[src/rtl/uart_pkg.sv]
// Shared types and helpers for the UART packet framer.
package uart_pkg;

    typedef enum logic [2:0] {IDLE, CK, ADDR, CNT, DATA} state_t;
    typedef enum logic [1:0] {ISSUE, WAIT_HI, WAIT_LO} phase_t;

    localparam int PKT_HDR_BYTES = 3;

    // Checksum byte that makes the mod-256 sum of the whole packet zero.
    function automatic logic [7:0] calc_ck(input logic [7:0] sum,
                                           input logic [7:0] addr,
                                           input logic [7:0] cnt);
        logic [7:0] t;
        t = sum + addr + cnt;
        return ~t + 8'd1;
    endfunction

endpackage

[src/rtl/uart_frame_buf.sv]
// DEPTHx8 single-port payload RAM: synchronous write, registered read.
module uart_frame_buf #(
    parameter int DEPTH = 256,
    parameter int AW    = 8
) (
    input  logic          clk,
    input  logic          we,
    input  logic          re,
    input  logic [AW-1:0] addr,
    input  logic [7:0]    wdata,
    output logic [7:0]    rdata
);

    logic [7:0] mem [DEPTH];

    // One shared address; read data holds when re is low.
    always_ff @(posedge clk) begin
        if (we)
            mem[addr] <= wdata;
        if (re)
            rdata <= mem[addr];
    end

endmodule

[src/rtl/uart_packet_framer.sv]
// Builds checksum|addr|count|payload packets and hands them byte by byte
// to an Rs232Tx-style sender over the send/sending handshake.
module uart_packet_framer
    import uart_pkg::*;
#(
    parameter int DEPTH = 256,
    parameter int AW    = 8
) (
    input  logic       clk,
    input  logic       RESET_N,
    input  logic [7:0] pkt_addr,
    input  logic [7:0] wr_data,
    input  logic       wr_en,
    input  logic       commit,
    output logic       busy,
    output logic       wr_drop,
    output logic [7:0] tx_data,
    output logic       tx_send,
    input  logic       tx_sending
);

    state_t      state_q, state_d;
    phase_t      phase_q, phase_d;
    logic [AW:0] fill_q, fill_n, rd_ptr_q;
    logic [7:0]  sum_q, sum_n, addr_q, cnt_q, ck_q, rd_data;
    logic        wr_ok, commit_ok, byte_done, last, pkt_end;
    logic        ram_re;
    logic [AW-1:0] ram_addr;

    // Write acceptance and the fill/sum values a same-cycle commit must see.
    always_comb begin
        wr_ok     = wr_en && (state_q == IDLE) && (fill_q != (AW+1)'(DEPTH));
        fill_n    = fill_q + (AW+1)'(wr_ok);
        sum_n     = wr_ok ? sum_q + wr_data : sum_q;
        commit_ok = commit && (state_q == IDLE) && (fill_n != '0);
        tx_send   = (state_q != IDLE) && (phase_q == ISSUE) && !tx_sending;
        byte_done = (state_q != IDLE) && (phase_q == WAIT_LO) && !tx_sending;
        last      = (rd_ptr_q == fill_q);
        pkt_end   = (state_q == DATA) && byte_done && last;
        busy      = (state_q != IDLE);
    end

    // Byte presented to the sender: header registers, then RAM read data.
    always_comb begin
        tx_data = 8'h00;
        case (state_q)
            CK:      tx_data = ck_q;
            ADDR:    tx_data = addr_q;
            CNT:     tx_data = cnt_q;
            DATA:    tx_data = rd_data;
            default: tx_data = 8'h00;
        endcase
    end

    // Next byte state and handshake phase.
    always_comb begin
        state_d = state_q;
        phase_d = phase_q;
        if (state_q != IDLE) begin
            case (phase_q)
                ISSUE:   if (tx_send)     phase_d = WAIT_HI;
                WAIT_HI: if (tx_sending)  phase_d = WAIT_LO;
                WAIT_LO: if (!tx_sending) phase_d = ISSUE;
                default: phase_d = ISSUE;
            endcase
        end
        case (state_q)
            IDLE:    if (commit_ok) state_d = CK;
            CK:      if (byte_done) state_d = ADDR;
            ADDR:    if (byte_done) state_d = CNT;
            CNT:     if (byte_done) state_d = DATA;
            DATA:    if (pkt_end)   state_d = IDLE;
            default: state_d = IDLE;
        endcase
    end

    // State, counters, header latch and sticky drop flag.
    always_ff @(posedge clk or negedge RESET_N) begin
        if (!RESET_N) begin
            state_q  <= IDLE;
            phase_q  <= ISSUE;
            fill_q   <= '0;
            sum_q    <= '0;
            rd_ptr_q <= '0;
            addr_q   <= '0;
            cnt_q    <= '0;
            ck_q     <= '0;
            wr_drop  <= 1'b0;
        end else begin
            state_q <= state_d;
            phase_q <= phase_d;
            if (wr_en && !wr_ok)
                wr_drop <= 1'b1;
            if (pkt_end) begin
                fill_q   <= '0;
                sum_q    <= '0;
                rd_ptr_q <= '0;
            end else begin
                if (wr_ok) begin
                    fill_q <= fill_n;
                    sum_q  <= sum_n;
                end
                if ((state_q == DATA) && tx_send)
                    rd_ptr_q <= rd_ptr_q + 1'b1;
            end
            if (commit_ok) begin
                addr_q <= pkt_addr;
                cnt_q  <= 8'(fill_n);
                ck_q   <= calc_ck(sum_n, pkt_addr, 8'(fill_n));
            end
        end
    end

    // Writes use the fill pointer; reads prefetch the next byte while the
    // previous one drains (WAIT_LO), so data is ready at ISSUE.
    always_comb begin
        ram_addr = (state_q == IDLE) ? fill_q[AW-1:0] : rd_ptr_q[AW-1:0];
        ram_re   = (state_q != IDLE) && (phase_q == WAIT_LO);
    end

    uart_frame_buf #(.DEPTH(DEPTH), .AW(AW)) u_buf (
        .clk   (clk),
        .we    (wr_ok),
        .re    (ram_re),
        .addr  (ram_addr),
        .wdata (wr_data),
        .rdata (rd_data)
    );

endmodule

[config.mk]
export PLATFORM = sky130hd
export DESIGN_NAME = uart_packet_framer
export DESIGN_NICKNAME = d
export VERILOG_FILES = /design/src/rtl/uart_pkg.sv /design/src/rtl/uart_frame_buf.sv /design/src/rtl/uart_packet_framer.sv
export SDC_FILE = /design/constraint.sdc
export NUM_CORES = 2
export LEC_CHECK = 0
export BUFFER_PORTS_ARGS = -buffer_cell sky130_fd_sc_hd__buf_2
export CAP_MARGIN = 20
export CORE_ASPECT_RATIO = 1.5
export CORE_MARGIN = 5
export CORE_UTILIZATION = 60
export CTS_CLUSTER_SIZE = 40
export DETAILED_ROUTE_END_ITERATION = 12
export GPL_ROUTABILITY_DRIVEN = 0
export PLACE_DENSITY = 0.72
export SETUP_SLACK_MARGIN = 0.1
export SLEW_MARGIN = 5
export SYNTH_ARGS = -nofsm -noshare
export SYNTH_HDL_FRONTEND = slang
export SYNTH_HIERARCHICAL = 1
export SYNTH_SLANG_ARGS = --single-unit
[constraint.sdc]
create_clock -name clk -period 6.1 [get_ports clk]
set_clock_uncertainty 0.05 [all_clocks]
set_input_delay 1.22 -clock clk [delete_from_list [all_inputs] [get_ports clk]]
set_output_delay 1.22 -clock clk [all_outputs]
set_load 0.01 [all_outputs]
==> flow_summary.html <==
<table>
<tr><th>Metric</th><th>Value</th></tr>
<tr><th colspan="2">Outcome</th></tr>
<tr><td>Outcome</td><td>completed</td></tr>
<tr><th colspan="2">Route</th></tr>
<tr><td>Detail-routed net length per standard cell</td><td>31.35 um</td></tr>
<tr><td>Final WL</td><td>188.4 mm</td></tr>
<tr><td>Vias post-DR</td><td>40370</td></tr>
<tr><td>Number of search-and-repair iterations in the first detailed-routing pass</td><td>5</td></tr>
<tr><td>Initial DRC count</td><td>5148</td></tr>
<tr><td>Routed Antenna Nets</td><td>0</td></tr>
<tr><td>Vias per cell</td><td>6.717</td></tr>
<tr><td>DRC violation count after routing</td><td>0</td></tr>
<tr><th colspan="2">Setup path</th></tr>
<tr><td>Buffers and inverters on the worst path</td><td>3</td></tr>
<tr><td>CP Capture Type</td><td>flip-flop</td></tr>
<tr><td>Crit Path Max Fanout</td><td>18</td></tr>
<tr><td>Reg2reg end</td><td>ck_q[7]</td></tr>
<tr><td>Origin of the critical flop-to-flop path</td><td>state_q[0]</td></tr>
<tr><td>Class of the most critical setup path</td><td>flip-flop to flip-flop</td></tr>
<tr><td>Required time worst endpoint</td><td>6740 ps</td></tr>
<tr><td>Top delay family on crit path</td><td>simple AND/OR/NAND/NOR gates</td></tr>
<tr><td>Worst R2R Path Depth</td><td>18</td></tr>
<tr><td>Cell breakdown of the critical path</td><td>nor3_4 &gt; buf_4 &gt; nand3_1 &gt; clkinv_1 &gt; ha_1 &gt; ha_1 &gt; nand2_1 &gt; nor2_1 &gt; xnor2_1 &gt; fa_1 &gt; inv_1 &gt; ha_1 &gt; or4b_2 &gt; o311ai_0 &gt; nor3_1 &gt; xnor2_1 &gt; xnor3_1 &gt; mux2_2</td></tr>
<tr><td>Delay of the slowest cell on the worst path</td><td>660 ps</td></tr>
<tr><td>Nature of the critical path startpoint</td><td>flip-flop</td></tr>
<tr><td>Most frequent cell on the critical path</td><td>sky130_fd_sc_hd__ha_1</td></tr>
<tr><td>R2R Setup Slk</td><td>1070 ps</td></tr>
<tr><td>Data arrival time of the worst path</td><td>5670 ps</td></tr>
<tr><td>Cell with the largest stage delay on the worst path</td><td>sky130_fd_sc_hd__or4b_2</td></tr>
<tr><th colspan="2">Synth</th></tr>
<tr><td>Syn. warnings</td><td>6</td></tr>
<tr><td>Synth Area per Inst</td><td>20.78 um2</td></tr>
<tr><td>Most used DFF post-synth</td><td>sky130_fd_sc_hd__edfxtp_1</td></tr>
<tr><td>Post-synth net total</td><td>4015</td></tr>
<tr><td>Number of synthesized flops with an enable pin</td><td>2056</td></tr>
<tr><td>Number of instances in the synthesized netlist</td><td>3967</td></tr>
<tr><td>Mapped cell area</td><td>0.08242 mm2</td></tr>
<tr><td>Share of synthesized flip-flops with an asynchronous set or reset</td><td>2.652%</td></tr>
<tr><td>Sequential cell area fraction in the yosys report</td><td>76.61%</td></tr>
<tr><td>Number of storage elements in the synthesis netlist</td><td>2112</td></tr>
<tr><td>Cell variety after synth</td><td>59</td></tr>
<tr><th colspan="2">Floorplan</th></tr>
<tr><td>Die W</td><td>312.6 um</td></tr>
<tr><td>Number of placed I/O pins</td><td>32</td></tr>
<tr><td>Initial core utilization</td><td>60.40%</td></tr>
<tr><td>Row Count</td><td>166</td></tr>
<tr><td>Floorplan die height</td><td>463.9 um</td></tr>
<tr><td>Die ar.</td><td>0.1450 mm2</td></tr>
<tr><td>Core box area</td><td>0.1365 mm2</td></tr>
<tr><th colspan="2">Worst hold path</th></tr>
<tr><td>Type of the tightest min-delay check</td><td>flip-flop to flip-flop</td></tr>
<tr><td>Number of cells on the worst hold path</td><td>1</td></tr>
<tr><td>Hold EP</td><td>wr_drop</td></tr>
<tr><td>Worst hold start</td><td>wr_drop</td></tr>
<tr><th colspan="2">Timing</th></tr>
<tr><td>Final Hold Viols</td><td>0</td></tr>
<tr><td>Ratio of final minimum period to clock period</td><td>82.49%</td></tr>
<tr><td>Maximum clock frequency</td><td>0.1987 GHz</td></tr>
<tr><td>Slew at the pin with the worst max-slew slack</td><td>1153 ps</td></tr>
<tr><td>Setup repair after global routing missed its margin</td><td>no</td></tr>
<tr><td>Final max-slew violation count</td><td>0</td></tr>
<tr><td>Final critical-path setup slack</td><td>1068 ps</td></tr>
<tr><td>Hold slack</td><td>433.7 ps</td></tr>
<tr><td>Sum of negative setup slack</td><td>0 ps</td></tr>
<tr><td>Slew margin rel.</td><td>22.97%</td></tr>
<tr><td>Minimum clock period after layout</td><td>5032 ps</td></tr>
<tr><td>Setup-failing EPs final</td><td>0</td></tr>
<tr><th colspan="2">Clock network</th></tr>
<tr><td>Number of hold buffers added after cts</td><td>0</td></tr>
<tr><td>CTS tree</td><td>yes</td></tr>
<tr><td>Skew-Pair Late Insertion Delay</td><td>800 ps</td></tr>
<tr><td>Number of buffers inserted during clock tree synthesis</td><td>179</td></tr>
<tr><td>Post CTS Setup Buffer Count</td><td>0</td></tr>
<tr><td>H-tree depth</td><td>4</td></tr>
<tr><td>Clk buf depth</td><td>3</td></tr>
<tr><td>Number of gates resized after cts</td><td>0</td></tr>
<tr><td>CTS Sinks</td><td>2112</td></tr>
<tr><td>CTS Root Cell</td><td>sky130_fd_sc_hd__clkbuf_16</td></tr>
<tr><td>Clk slew on worst S/H paths</td><td>70 ps</td></tr>
<tr><th colspan="2">Global routing</th></tr>
<tr><td>First-pass GRT wire length</td><td>278.9 mm</td></tr>
<tr><td>Via count of the first global-routing pass</td><td>40780</td></tr>
<tr><td>Overall Global Routing Usage</td><td>26.24%</td></tr>
<tr><td>Maximum number of pins on one net before global-route repair</td><td>213</td></tr>
<tr><td>GRT overflow</td><td>0</td></tr>
<tr><td>Initial antenna violation count</td><td>5</td></tr>
<tr><th colspan="2">Finish</th></tr>
<tr><td>Final cell area excluding filler cells</td><td>0.09096 mm2</td></tr>
<tr><td>Finished Core Util</td><td>66.66%</td></tr>
<tr><td>Area growth, synth to finish</td><td>10.36%</td></tr>
<tr><td>Final layout net count</td><td>4136</td></tr>
<tr><td>Fraction of final layout cells sized beyond drive strength 1</td><td>23.28%</td></tr>
<tr><th colspan="2">Place</th></tr>
<tr><td>Post-DP HPWL</td><td>113.3 mm</td></tr>
<tr><td>Placed cell areas</td><td>0.08527 mm2</td></tr>
<tr><td>Port Buffers</td><td>31</td></tr>
<tr><td>Worst Setup Slack post-DPL</td><td>309.9 ps</td></tr>
<tr><th colspan="2">Flow run</th></tr>
<tr><td>Count of maximum capacitance violations</td><td>0</td></tr>
<tr><th colspan="2">Power</th></tr>
<tr><td>Leak pwr</td><td>0.02800 uW</td></tr>
<tr><td>Power Dens Cells</td><td>386.4 mW/mm2</td></tr>
<tr><td>Worst vdd ir</td><td>0.3771 mV</td></tr>
</table>
-- cells in the mapped netlist, types with 21 or more instances --
cell | n | area [um2]
sky130_fd_sc_hd__edfxtp_1 | 2056 | 61740
sky130_fd_sc_hd__mux4_2 | 512 | 11530
sky130_fd_sc_hd__nor2_1 | 272 | 1021
sky130_fd_sc_hd__a22oi_1 | 264 | 1982
sky130_fd_sc_hd__clkbuf_1 | 156 | 585.6
sky130_fd_sc_hd__a21oi_1 | 138 | 690.7
sky130_fd_sc_hd__nand2_1 | 84 | 315.3
sky130_fd_sc_hd__dfrtp_1 | 56 | 1401
sky130_fd_sc_hd__o21ai_0 | 45 | 225.2
sky130_fd_sc_hd__buf_2 | 42 | 210.2
sky130_fd_sc_hd__nor3_1 | 41 | 205.2
sky130_fd_sc_hd__o41ai_1 | 32 | 280.3
sky130_fd_sc_hd__inv_1 | 28 | 105.1
sky130_fd_sc_hd__mux2_2 | 22 | 247.7
sky130_fd_sc_hd__xor2_1 | 21 | 183.9
-- worst max-delay path by stage --
| stage | cells after the start | slack (ps) | start | endpoint |
|---|---|---|---|---|
| 6_report | 18 | 1070 | state_q[0] | ck_q[7] |
| 5_1_grt | 18 | 640 | state_q[0] | ck_q[7] |
| 4_1_cts | 18 | 1070 | state_q[0] | ck_q[7] |
| 3_5_place_dp | 17 | 310 | wr_data[2] | ck_q[7] |
| 3_3_place_gp | 17 | 340 | wr_data[2] | ck_q[7] |
| 2_1_floorplan | 18 | 870 | wr_data[0] | ck_q[7] |
-- cell type report --
cell class              count  area [um2]
repair buffers            191        1808
clock buffers             234        4813
diodes                     12       30.03
inverters                  29       108.9
flip-flops and latches   2112       63140
multi-input cells        1575       18060
well taps                1764        2207
fillers                  8447       45500
clock inverters            94       790.8
-- kinds of logic (layout without fill, tap and decap cells) --
| logic type | count (synthesis) | in the layout | share of synthesized area (%) |
|---|---|---|---|
| simple gates | 469 | 469 | 2.470 |
| mux | 537 | 537 | 14.33 |
| fa+ha+maj | 27 | 27 | 0.4918 |
| xor+xnor | 38 | 38 | 0.4372 |
| compound gates | 504 | 504 | 4.097 |
| buf+inv | 280 | 548 | 1.570 |
| flops | 2112 | 2112 | 76.61 |
| other cells | 0 | 12 | 0 |
-- power breakdown --
part	switching [uW]	leakage (uW)	internal, uW	total (uW)
registers	133	0.0192	16100	16200
logic	4050	0.00606	3920	7970
clock network	4950	0.00273	6040	11000
total	9140	0.0280	26000	35100
-- per-layer routing --
| metal | global-route usage (%) | share of wire (%) | up-vias |
|---|---|---|---|
| met4 | 10.44 | 4.6 | 2 |
| met3 | 5.202 | 8.6 | 372 |
| met2 | 43.04 | 50 | 2008 |
| li1 | - | - | 16760 |
| met5 | 0 | 0.0080 | - |
| met1 | 35.51 | 36 | 21230 |
-- layout by cell type (no fill, tap or decap), drive strengths merged, types with 5 or more instances in the layout --
master / instances
mux4: 512
nand2b: 8
o21ai: 45
xor2: 21
bufinv: 11
a21oi: 138
nor2b: 11
clkinvlp: 5
nor2: 272
clkinv: 74
nand2: 84
nand4: 10
mux2: 22
a22oi: 264
xnor2: 15
edfxtp: 2056
o41ai: 32
clkbuf: 237
inv: 33
nand3: 17
fa: 9
buf: 188
ha: 18
diode: 12
dfrtp: 56
nor3: 43
-- metrics by stage --
step / power, uW / instances
finish: 35150 / 6011
detailed placement: 24520 / 5668
global route: 36590 / 6000
CTS: 35430 / 5996
floorplan: 22370 / 3967
global placement: 24450 / 5668
-- sequential cells by signal, indices dropped and copies added (netlist names) --
register / count
phase_q: 2
wr_drop: 1
cnt_q: 8
rd_ptr_q: 9
state_q: 3
addr_q: 8
fill_q: 9
u_buf/rdata: 8
ck_q: 8
sum_q: 8
u_buf/mem: 2048
Note: power is estimated with default switching activity, not from simulation.
